File: src/rtl/dec_arbiter2.sv
// Two-requester arbiter driving a 1-to-2 decoder. Grants are round-robin on
// ties, an owner may hold the resource indefinitely while uncontested, and an
// owner is preempted after MAX_HOLD consecutive cycles when the other side waits.
// Every grant is followed by at least one idle cycle before the next.
module dec_arbiter2 #(
  parameter int unsigned MAX_HOLD = 4
) (
  input  logic       clk,
  input  logic       rst,
  input  logic       req0,
  input  logic       req1,
  output logic       dec_in,
  output logic       dec_en,
  output logic       gnt0,
  output logic       gnt1,
  output logic       busy,
  output logic [7:0] grant_count
);

  typedef enum logic [0:0] {StIdle, StGrant} state_e;

  localparam logic [3:0] HoldLast = 4'(MAX_HOLD - 1);

  state_e      r_state;
  state_e      w_state_next;
  logic        r_dec_in;
  logic        r_last_owner;
  logic [3:0]  r_hold_cnt;
  logic [7:0]  r_grant_count;

  logic        w_owner_req;
  logic        w_other_req;
  logic        w_hold_last;
  logic        w_grant_sel;
  logic        w_start;
  logic        w_stay;

  // While granted, r_dec_in names the current owner.
  assign w_owner_req = r_dec_in ? req1 : req0;
  assign w_other_req = r_dec_in ? req0 : req1;
  assign w_hold_last = (r_hold_cnt == HoldLast);
  assign w_start     = (r_state == StIdle)  && (w_state_next == StGrant);
  assign w_stay      = (r_state == StGrant) && (w_state_next == StGrant);

  // State register.
  always_ff @(posedge clk) begin
    if (rst) begin
      r_state <= StIdle;
    end else begin
      r_state <= w_state_next;
    end
  end

  // Next-state and winner selection; a tie goes to whoever did not own last.
  always_comb begin
    w_state_next = r_state;
    w_grant_sel  = 1'b0;
    unique case (r_state)
      StIdle: begin
        if (req0 || req1) begin
          w_state_next = StGrant;
          w_grant_sel  = (req0 && req1) ? ~r_last_owner : req1;
        end
      end
      StGrant: begin
        if (!w_owner_req || (w_hold_last && w_other_req)) begin
          w_state_next = StIdle;
        end
      end
      default: w_state_next = StIdle;
    endcase
  end

  // Grant bookkeeping: owner, round-robin memory, hold counter, grant tally.
  always_ff @(posedge clk) begin
    if (rst) begin
      r_dec_in      <= 1'b0;
      r_last_owner  <= 1'b1;
      r_hold_cnt    <= 4'd0;
      r_grant_count <= 8'd0;
    end else if (w_start) begin
      r_dec_in      <= w_grant_sel;
      r_last_owner  <= w_grant_sel;
      r_hold_cnt    <= 4'd0;
      r_grant_count <= r_grant_count + 8'd1;
    end else if (w_stay) begin
      // Uncontested owner keeps the grant; counter restarts its window.
      r_hold_cnt <= w_hold_last ? 4'd0 : r_hold_cnt + 4'd1;
    end
  end

  // Outputs: enable/busy come straight from the state flop, grants decode it.
  always_comb begin
    dec_en      = (r_state == StGrant);
    busy        = (r_state == StGrant);
    dec_in      = r_dec_in;
    gnt0        = dec_en & ~dec_in;
    gnt1        = dec_en & dec_in;
    grant_count = r_grant_count;
  end

endmodule

File: config.mk
export PLATFORM = sky130hd
export DESIGN_NAME = dec_arbiter2
export DESIGN_NICKNAME = d
export VERILOG_FILES = /design/src/rtl/dec_arbiter2.sv
export SDC_FILE = /design/constraint.sdc
export NUM_CORES = 1
export LEC_CHECK = 0
export ABC_CLOCK_PERIOD_IN_PS = 1900
export BUFFER_PORTS_ARGS = -buffer_cell sky130_fd_sc_hd__buf_2
export CAP_MARGIN = 25
export CORE_UTILIZATION = 40
export CTS_BUF_LIST = sky130_fd_sc_hd__clkbuf_4 sky130_fd_sc_hd__clkbuf_8
export CTS_CLUSTER_DIAMETER = 50
export CTS_CLUSTER_SIZE = 40
export DETAILED_ROUTE_END_ITERATION = 12
export SLEW_MARGIN = 10
export SYNTH_ARGS = -nofsm -noshare
export SYNTH_HDL_FRONTEND = slang
export SYNTH_SLANG_ARGS = --single-unit
File: constraint.sdc
create_clock -name clk -period 1.9 [get_ports clk]
set_input_delay 0.095 -clock clk [delete_from_list [all_inputs] [get_ports clk]]
set_output_delay 0.095 -clock clk [all_outputs]
set_load 0.005 [all_outputs]
==> results of run 1 <==
stage by stage:
| stage | total power [mW] | utilization, % | setup slack [ps] |
|---|---|---|---|
| 2_1_floorplan | 0.407 | - | 494 |
| 3_5_place_dp | 0.437 | 50.9 | 439 |
| 3_3_place_gp | 0.436 | 50.9 | 442 |
| 5_1_grt | 0.652 | 52.8 | 320 |
| 4_1_cts | 0.630 | 52.8 | 422 |
| 6_report | 0.623 | 52.8 | 423 |
critical path: cells and delay by family, from the launching register on:
family | cells | cell delay [ps]
AO/OA/AOI/OAI | 2 | 510
flip-flops | 1 | 360
AND/OR/NAND/NOR | 1 | 560
cells by family (layout without fill, tap and decap cells):
family | count (synthesis) | count (layout) | share of synthesized area, %
AOI/OAI and AO/OA | 22 | 22 | 21.6
xor gates and xnor gates | 1 | 1 | 1.22
adders and majority gates | 2 | 2 | 3.48
buffers and inverters | 6 | 23 | 3.83
DFF | 15 | 15 | 41.8
muxes | 3 | 3 | 4.18
and+or+nand+nor | 29 | 29 | 23.9
worst paths after layout:
kind	cells after the start	start	to
hold / removal	2	rst	dec_in$_SDFFE_PP0P_
hold reg to reg	2	grant_count[7]$_SDFFE_PP0P_	grant_count[7]$_SDFFE_PP0P_
setup / recovery	3	busy$_SDFF_PP0_	grant_count[5]$_SDFFE_PP0P_
setup reg to reg	3	busy$_SDFF_PP0_	grant_count[5]$_SDFFE_PP0P_
cell type report:
cell class	count	area, um2
fillers	159	752
multi-input cells	57	390
flip-flops and latches	15	300
repair buffers	16	80.1
clock buffers	4	30.0
well taps	24	30.0
inverters	3	11.3
power breakdown:
part | total [mW] | internal [mW] | switching [mW]
logic | 0.0839 | 0.0373 | 0.0466
registers | 0.345 | 0.329 | 0.0158
clock network | 0.194 | 0.0956 | 0.0987
total | 0.623 | 0.462 | 0.161
flip-flops by register name, indices dropped and copies added, names as in the netlist:
signal,flops
r_last_owner,1
grant_count,8
busy,1
r_hold_cnt,4
dec_in,1
placed cells by master (no fill, tap or decap), types with 3 or more instances in the layout:
cell	synthesis	routed
a21oi_1	7	7
buf_2	1	16
clkbuf_4	0	4
dfxtp_1	15	15
mux2i_1	3	3
nand2_1	3	3
nor2_1	5	5
o31ai_1	6	6
or4_1	6	6
per-layer routing:
metal | wire length, um | vias to the layer above | GRT usage [%]
met4 | 9 | 0 | 7.27
met2 | 647 | 5 | 22.4
met1 | 664 | 309 | 23.9
li1 | - | 330 | -
met3 | 28 | 2 | 2.45
met5 | 0 | - | 0
==> impl_metrics.toml, run 1 <==
[setup_path]
worstPathArrival_ps = 1690
cp-end-kind = "register"
crit_slowest_cell = "or4_1"
required_ps = 2110
crit_fanout = 18
cp_cell_sequence = "o21bai_2 -> or4_1 -> a21oi_1"
reg2reg_slack_ps = 420
crit_path_max_incr_delay_ps = 560
startpoint_type = "register"
path_class = "reg -> reg"

[detailed_routing]
first_pass_iters = 4
wire_per_inst_um = 11.3
postRouteAntennaNets = 0
drt_iter0_markers = 17
viasPerCell = 5.43
drcViolationCount = 0
drt_wl_total_um = 1350
route.vias.total = 646

[cells_and_area]
antenna_cells = 0
postLayoutCellArea_um2 = 842
fin_nets = 102
drive_above_1_share_pct = 24.2
fin_cells = 119
synthToLayoutAreaGrowth_pct = 17.2

[status]
outcome = "finished clean"

[floorplanning]
placeableCoreArea_um2 = 1590
start_util_pct = 45.1
die_area_um2 = 1970
rows = 14
fp.dieW_um = 44.4
die_h_um = 44.4
io_pins = 17

[synthesis]
yosysMostFrequentCell = "dfxtp_1"
syn_avg_cell_area_um2 = 9.21
async_reset_ff_share_pct = 0
synthesis.area_um2 = 718
ys_ff_latch = 15
synth_cell_types = 30
synth_top_area_share_pct = 41.8
ys_seq_area_share_pct = 41.8
synth_edf_count = 0
synth.largest_area_cell = "dfxtp_1"
syn_nets = 84
synth_commonest_cells = "dfxtp_1 (15), a21oi_1 (7), o31ai_1 (6), or4_1 (6), nor2_1 (5)"
synth_ff_type = "dfxtp_1"
yosysWarnings = 0
yosys-top-cells-area = "dfxtp_1 (42%), o31ai_1 (6.3%), or4_1 (6.3%)"
synth_cells = 78

[sta]
rsz0062_at_grt = "no"
setup_tns_ps = 0
post-route-period-util_pct = 77.7
max-slew-margin-rel_pct = 56.5
final_max_slew_viol_count = 0
hold_violations = 0
fmax_mhz = 677
hold_ws_ps = 157
tightest_slew_ps = 652
skew_ps = 5.04
period_needed_ps = 1480
setup_viol = 0

[global_routing]
gr-total-overflow = 0
track_usage_pct = 15.9
grt_pass1_wl_um = 2350
grt_max_degree = 19
first_global_vias = 533
antenna_found_initial = 0

[run]
maxCapViolCount = 0

[place]
hpwl_um = 950
io_buffers = 16
place_congestion = 0.736
place_inst = 115
place_area_um2 = 812

[clocking]
cts.path.max_buffers = 2
clock_latency_ps = 280
post_cts_buffers = 0
ctsHoldBuffers = 0
ctsRootBufferMaster = "clkbuf_4"
cts_resized = 0
cts-htree-levels = 1
cts_buffers = 3
cts_tree = "built"
cts_sinks = 15
clk_pin_slew_ps = 90

[hold_path]
hold_path.class = "in -> reg"

[pwr]
power.density_nw_per_um2 = 740
max-vdd-ir-drop_mv = 0.358
p_leak_nw = 0.331
(Power assumes the default switching activity.)
==> inputs of run 2 (changes only) <==
--- a/config.mk
+++ b/config.mk
@@ -5,7 +5,7 @@
 export SDC_FILE = /design/constraint.sdc
 export NUM_CORES = 1
 export LEC_CHECK = 0
-export ABC_CLOCK_PERIOD_IN_PS = 1900
+export ABC_CLOCK_PERIOD_IN_PS = 1500
 export BUFFER_PORTS_ARGS = -buffer_cell sky130_fd_sc_hd__buf_2
 export CAP_MARGIN = 25
 export CORE_UTILIZATION = 40
==> constraint.sdc (replaced) <==
create_clock -name clk -period 1.5 [get_ports clk]
set_input_delay 0.075 -clock clk [delete_from_list [all_inputs] [get_ports clk]]
set_output_delay 0.075 -clock clk [all_outputs]
set_load 0.005 [all_outputs]
==> impl_metrics.toml, run 2 (synthesis results as in run 1) <==
[sta]
fmax_mhz = 704
period_needed_ps = 1420
max-slew-margin-rel_pct = 70.0
timing.final.ws_setup_ps = 79.9
setup_viol = 0
tightest_slew_ps = 438
post-route-period-util_pct = 94.7
final_max_slew_viol_count = 0
skew_ps = 0.460
setup_tns_ps = 0
rsz0062_at_grt = "no"
hold_violations = 0

[pwr]
max-vdd-ir-drop_mv = 0.582
power_frac_seq_pct = 54.2
p_sw_mw = 0.207
p_leak_nw = 0.342
intPower_mw = 0.596
clkPwrFrac_pct = 30.5
power.density_nw_per_um2 = 927
p_comb_share_pct = 15.3
swShare_pct = 25.8

[global_routing]
gr-total-overflow = 0
grt_pass1_wl_um = 2390
first_global_vias = 550
track_usage_pct = 17.5
antenna_found_initial = 0
grt_max_degree = 16

[clocking]
cts_tree = "built"
cts-htree-levels = 1
cts_sinks = 15
clock_latency_ps = 280
clk_pin_slew_ps = 80
ctsHoldBuffers = 0
cts.path.max_buffers = 2
post_cts_buffers = 0
cts_buffers = 3
ctsRootBufferMaster = "clkbuf_4"

[hold_path]
holdPathStages = 2
min-delay-start = "rst"
hold_path.class = "in -> reg"
hold_path_end = "dec_in$_SDFFE_PP0P_"

[run]
maxCapViolCount = 0

[detailed_routing]
postRouteAntennaNets = 0
viasPerCell = 5.31
drt_wl_total_um = 1450
drt_iter0_markers = 15
wire_per_inst_um = 12.0
drcViolationCount = 0
route.vias.total = 642
first_pass_iters = 4

[setup_path]
worstPathArrival_ps = 1640
reg2reg_slack_ps = 80
r2r_start = "grant_count[1]$_SDFFE_PP0P_"
cp-end-kind = "register"
required_ps = 1720
reg2regPathDepth = 4
startpoint_type = "register"
rr_endpoint = "grant_count[6]$_SDFFE_PP0P_"
path_class = "reg -> reg"
crit_fanout = 6
startpoint = "grant_count[1]$_SDFFE_PP0P_"

[place]
io_buffers = 16
pre_cts_slack_ps = 47.3
place_congestion = 0.705
place_area_um2 = 827
hpwl_um = 1010
place_inst = 117

[cells_and_area]
postLayoutCellArea_um2 = 866
fin_nets = 104
final_cell_mix = "buf_2 (16), dfxtp_1 (14), a21oi_1 (7), o31ai_1 (6), or4_1 (6)"
final_common_cell = "buf_2"
fin_cells = 121
drive_above_1_share_pct = 26.8
largest_reg_flops = 8
synthToLayoutAreaGrowth_pct = 20.6
antenna_cells = 0

[floorplanning]
io_pins = 17
start_util_pct = 45.1
placeableCoreArea_um2 = 1590
rows = 14
die_area_um2 = 1970
die_h_um = 44.4
fp.dieW_um = 44.4

[status]
outcome = "finished clean"
-- run 2: worst max-delay path, cell delays in order, from the launching register on --
cell,delay (ps)
dfxtp_1,390
ha_1,170
clkinv_1,130
or4_1,520
a21oi_1,150
-- run 2: final cells by class --
| cell class | instances | area, um2 |
|---|---|---|
| Fill cell | 148 | 728 |
| Multi-Input combinational cell | 57 | 398 |
| Sequential cell | 15 | 302 |
| Timing Repair Buffer | 18 | 95.1 |
| Clock buffer | 4 | 30.0 |
| Tap cell | 24 | 30.0 |
| Inverter | 3 | 11.3 |
-- run 2: metrics by stage --
stage | hold slack (ps) | util, % | power, mW
after floorplan | 169 | - | 0.516
after global placement | 417 | 51.9 | 0.562
after detailed placement | 421 | 51.9 | 0.562
after CTS | 118 | 53.8 | 0.818
after global routing | 148 | 54.3 | 0.859
final | 140 | 54.3 | 0.803
-- run 2: power groups by stage --
stage / combinational (mW) / clock (mW) / sequential, mW
5_1_grt: 0.137 / 0.284 / 0.437
2_1_floorplan: 0.0717 / 0 / 0.444
3_5_place_dp: 0.119 / 0 / 0.443
4_1_cts: 0.119 / 0.265 / 0.434
6_report: 0.123 / 0.245 / 0.435
3_3_place_gp: 0.119 / 0 / 0.443
-- run 2: routing by layer --
metal	global-route usage, %	wire length [um]	up-vias
met5	0	0	-
met4	10.9	15	0
met3	7.35	33	2
met2	24.7	645	7
met1	22.0	752	297
li1	-	-	336
-- run 2: what timing repair did --
| action | in CTS | in global routing |
|---|---|---|
| setup endpoints to repair | 0 | 3 |
| gates resized for setup | 0 | 2 |
| endpoints found under the hold margin | 0 | 0 |
-- run 2: worst max-delay path by stage --
stage,end,depth (start not counted)
floorplan,r_hold_cnt[0]$_SDFFE_PP0P_,4
global placement,r_hold_cnt[0]$_SDFFE_PP0P_,4
detailed placement,r_hold_cnt[0]$_SDFFE_PP0P_,4
CTS,r_hold_cnt[0]$_SDFFE_PP0P_,4
global route,grant_count[6]$_SDFFE_PP0P_,4
finish,grant_count[6]$_SDFFE_PP0P_,4
==> inputs of run 3 (changes only) <==
--- a/config.mk
+++ b/config.mk
@@ -5,11 +5,11 @@
 export SDC_FILE = /design/constraint.sdc
 export NUM_CORES = 1
 export LEC_CHECK = 0
-export ABC_CLOCK_PERIOD_IN_PS = 1500
+export ABC_CLOCK_PERIOD_IN_PS = 1400
 export BUFFER_PORTS_ARGS = -buffer_cell sky130_fd_sc_hd__buf_2
 export CAP_MARGIN = 25
 export CORE_UTILIZATION = 40
-export CTS_BUF_LIST = sky130_fd_sc_hd__clkbuf_4 sky130_fd_sc_hd__clkbuf_8
+export CTS_BUF_LIST = sky130_fd_sc_hd__clkbuf_16
 export CTS_CLUSTER_DIAMETER = 50
 export CTS_CLUSTER_SIZE = 40
 export DETAILED_ROUTE_END_ITERATION = 12
==> constraint.sdc (replaced) <==
create_clock -name clk -period 1.4 [get_ports clk]
set_input_delay 0.07 -clock clk [delete_from_list [all_inputs] [get_ports clk]]
set_output_delay 0.07 -clock clk [all_outputs]
set_load 0.005 [all_outputs]
==> impl_metrics.toml, run 3 (synthesis results as in run 1) <==
[status]
outcome = "finished clean"

[setup_path]
startpoint = "r_hold_cnt[1]$_SDFFE_PP0P_"
crit_buf_inv = 0
worstPathArrival_ps = 1500
r2r_start = "r_hold_cnt[1]$_SDFFE_PP0P_"
required_ps = 1530
crit_fanout = 3
cp-end-kind = "register"
critical-path-top-delay-family = "compound AO/OA/AOI/OAI gates"
path_class = "reg -> reg"
crit_path_max_incr_delay_ps = 400
startpoint_type = "register"
cp_cell_sequence = "ha_4 -> nor3b_4 -> a311o_2 -> a32o_1"
crit_slowest_cell = "a311o_2"

[global_routing]
antenna_found_initial = 0
track_usage_pct = 18.4
grt_pass1_wl_um = 2630
grt_max_degree = 16
first_global_vias = 626
gr-total-overflow = 0

[place]
hpwl_um = 1110
place_area_um2 = 880
place_inst = 124
io_buffers = 16
pre_cts_slack_ps = 36.9
place_congestion = 0.744

[clocking]
cts_buffers = 3
cts-htree-levels = 1
clk_pin_slew_ps = 50
clock_latency_ps = 240
cts.path.max_buffers = 2
cts_tree = "built"
ctsRootBufferMaster = "clkbuf_16"
cts_sinks = 15

[floorplanning]
die_area_um2 = 1970
placeableCoreArea_um2 = 1590
rows = 14
fp.dieW_um = 44.4
io_pins = 17
start_util_pct = 45.1
die_h_um = 44.4

[cells_and_area]
nFillCells = 156
antenna_cells = 0
fin_nets = 111
final_cell_mix = "buf_2 (16), dfxtp_1 (13), buf_4 (9), a21oi_1 (7)"
fin_cells = 128
synthToLayoutAreaGrowth_pct = 38.2
largest_reg_flops = 8
postLayoutCellArea_um2 = 992
drive_above_1_share_pct = 34.6
final_common_cell = "buf_2"

[pwr]
p_leak_nw = 0.401
max-vdd-ir-drop_mv = 1.05
power.density_nw_per_um2 = 1180
total_power_mw = 1.17

[detailed_routing]
drt_iter0_markers = 18
first_pass_iters = 4
postRouteAntennaNets = 0
route.vias.total = 690
wire_per_inst_um = 12.0
drt_wl_total_um = 1540
drcViolationCount = 0
viasPerCell = 5.39

[run]
maxCapViolCount = 0

[sta]
setup_viol = 0
tightest_slew_ps = 420
period_needed_ps = 1370
max-slew-margin-rel_pct = 71.2
final_max_slew_viol_count = 0
post-route-period-util_pct = 97.7
fmax_mhz = 731
rsz0062_at_grt = "yes"
timing.final.ws_setup_ps = 32.0
skew_ps = 1.85
hold_violations = 0

[hold_path]
hold_path.class = "in -> reg"
min-delay-start = "rst"
## run 3: metrics by stage
| stage | setup TNS [ps] | hold WS [ps] | util [%] |
|---|---|---|---|
| final | 0 | 171 | 62.2 |
| after global routing | -14.8 | 193 | 62.2 |
| after CTS | 0 | 174 | 60.1 |
| after detailed placement | 0 | 424 | 55.2 |
| after global placement | 0 | 416 | 55.2 |
| after floorplan | 0 | 164 | - |
## run 3: path summary, 6_finish.rpt
path,endpoint,cells past startpoint,slack [ps]
setup reg to reg,r_hold_cnt[0]$_SDFFE_PP0P_,4,30
setup / recovery,r_hold_cnt[0]$_SDFFE_PP0P_,4,30
hold reg to reg,grant_count[7]$_SDFFE_PP0P_,2,480
hold / removal,grant_count[0]$_SDFFE_PP0P_,2,170
## run 3: what timing repair did
action | CTS | global route
buffers inserted | 0 | 0
hold buffers | 0 | 0
endpoints found under the setup margin | 0 | 6
resized for setup | 0 | 8
hold endpoints to repair | 0 | 0
## run 3: final cells by class
cell class | count | area (um2) | share of cell area, %
Tap cell | 24 | 30.0 | 3.03
Timing Repair Buffer | 25 | 148 | 14.9
Clock buffer | 3 | 75.1 | 7.57
Inverter | 3 | 11.3 | 1.13
Sequential cell | 15 | 303 | 30.5
Multi-Input combinational cell | 57 | 422 | 42.5
Clock inverter | 1 | 3.75 | 0.378
## run 3: report_power, final
group	internal [mW]	leakage, nW	total [mW]	switching (mW)
logic	0.0831	0.235	0.161	0.0783
registers	0.448	0.123	0.466	0.0172
clock network	0.377	0.0423	0.542	0.164
total	0.909	0.401	1.17	0.260
## run 3: metal layers
metal  vias up  GRT usage, %  share of wire [%]
li1        354             -                  -
met5         -             0                  0
met2         9          27.6                 50
met3         2          6.12                2.9
met4         0          9.09                1.2
met1       325          23.7                 46
## run 3: worst reg2reg max path: stages (launching register included)
cell and delay [ps]:
dfxtp_2 330, ha_4 150, nor3b_4 150, a311o_2 400, a32o_1 220
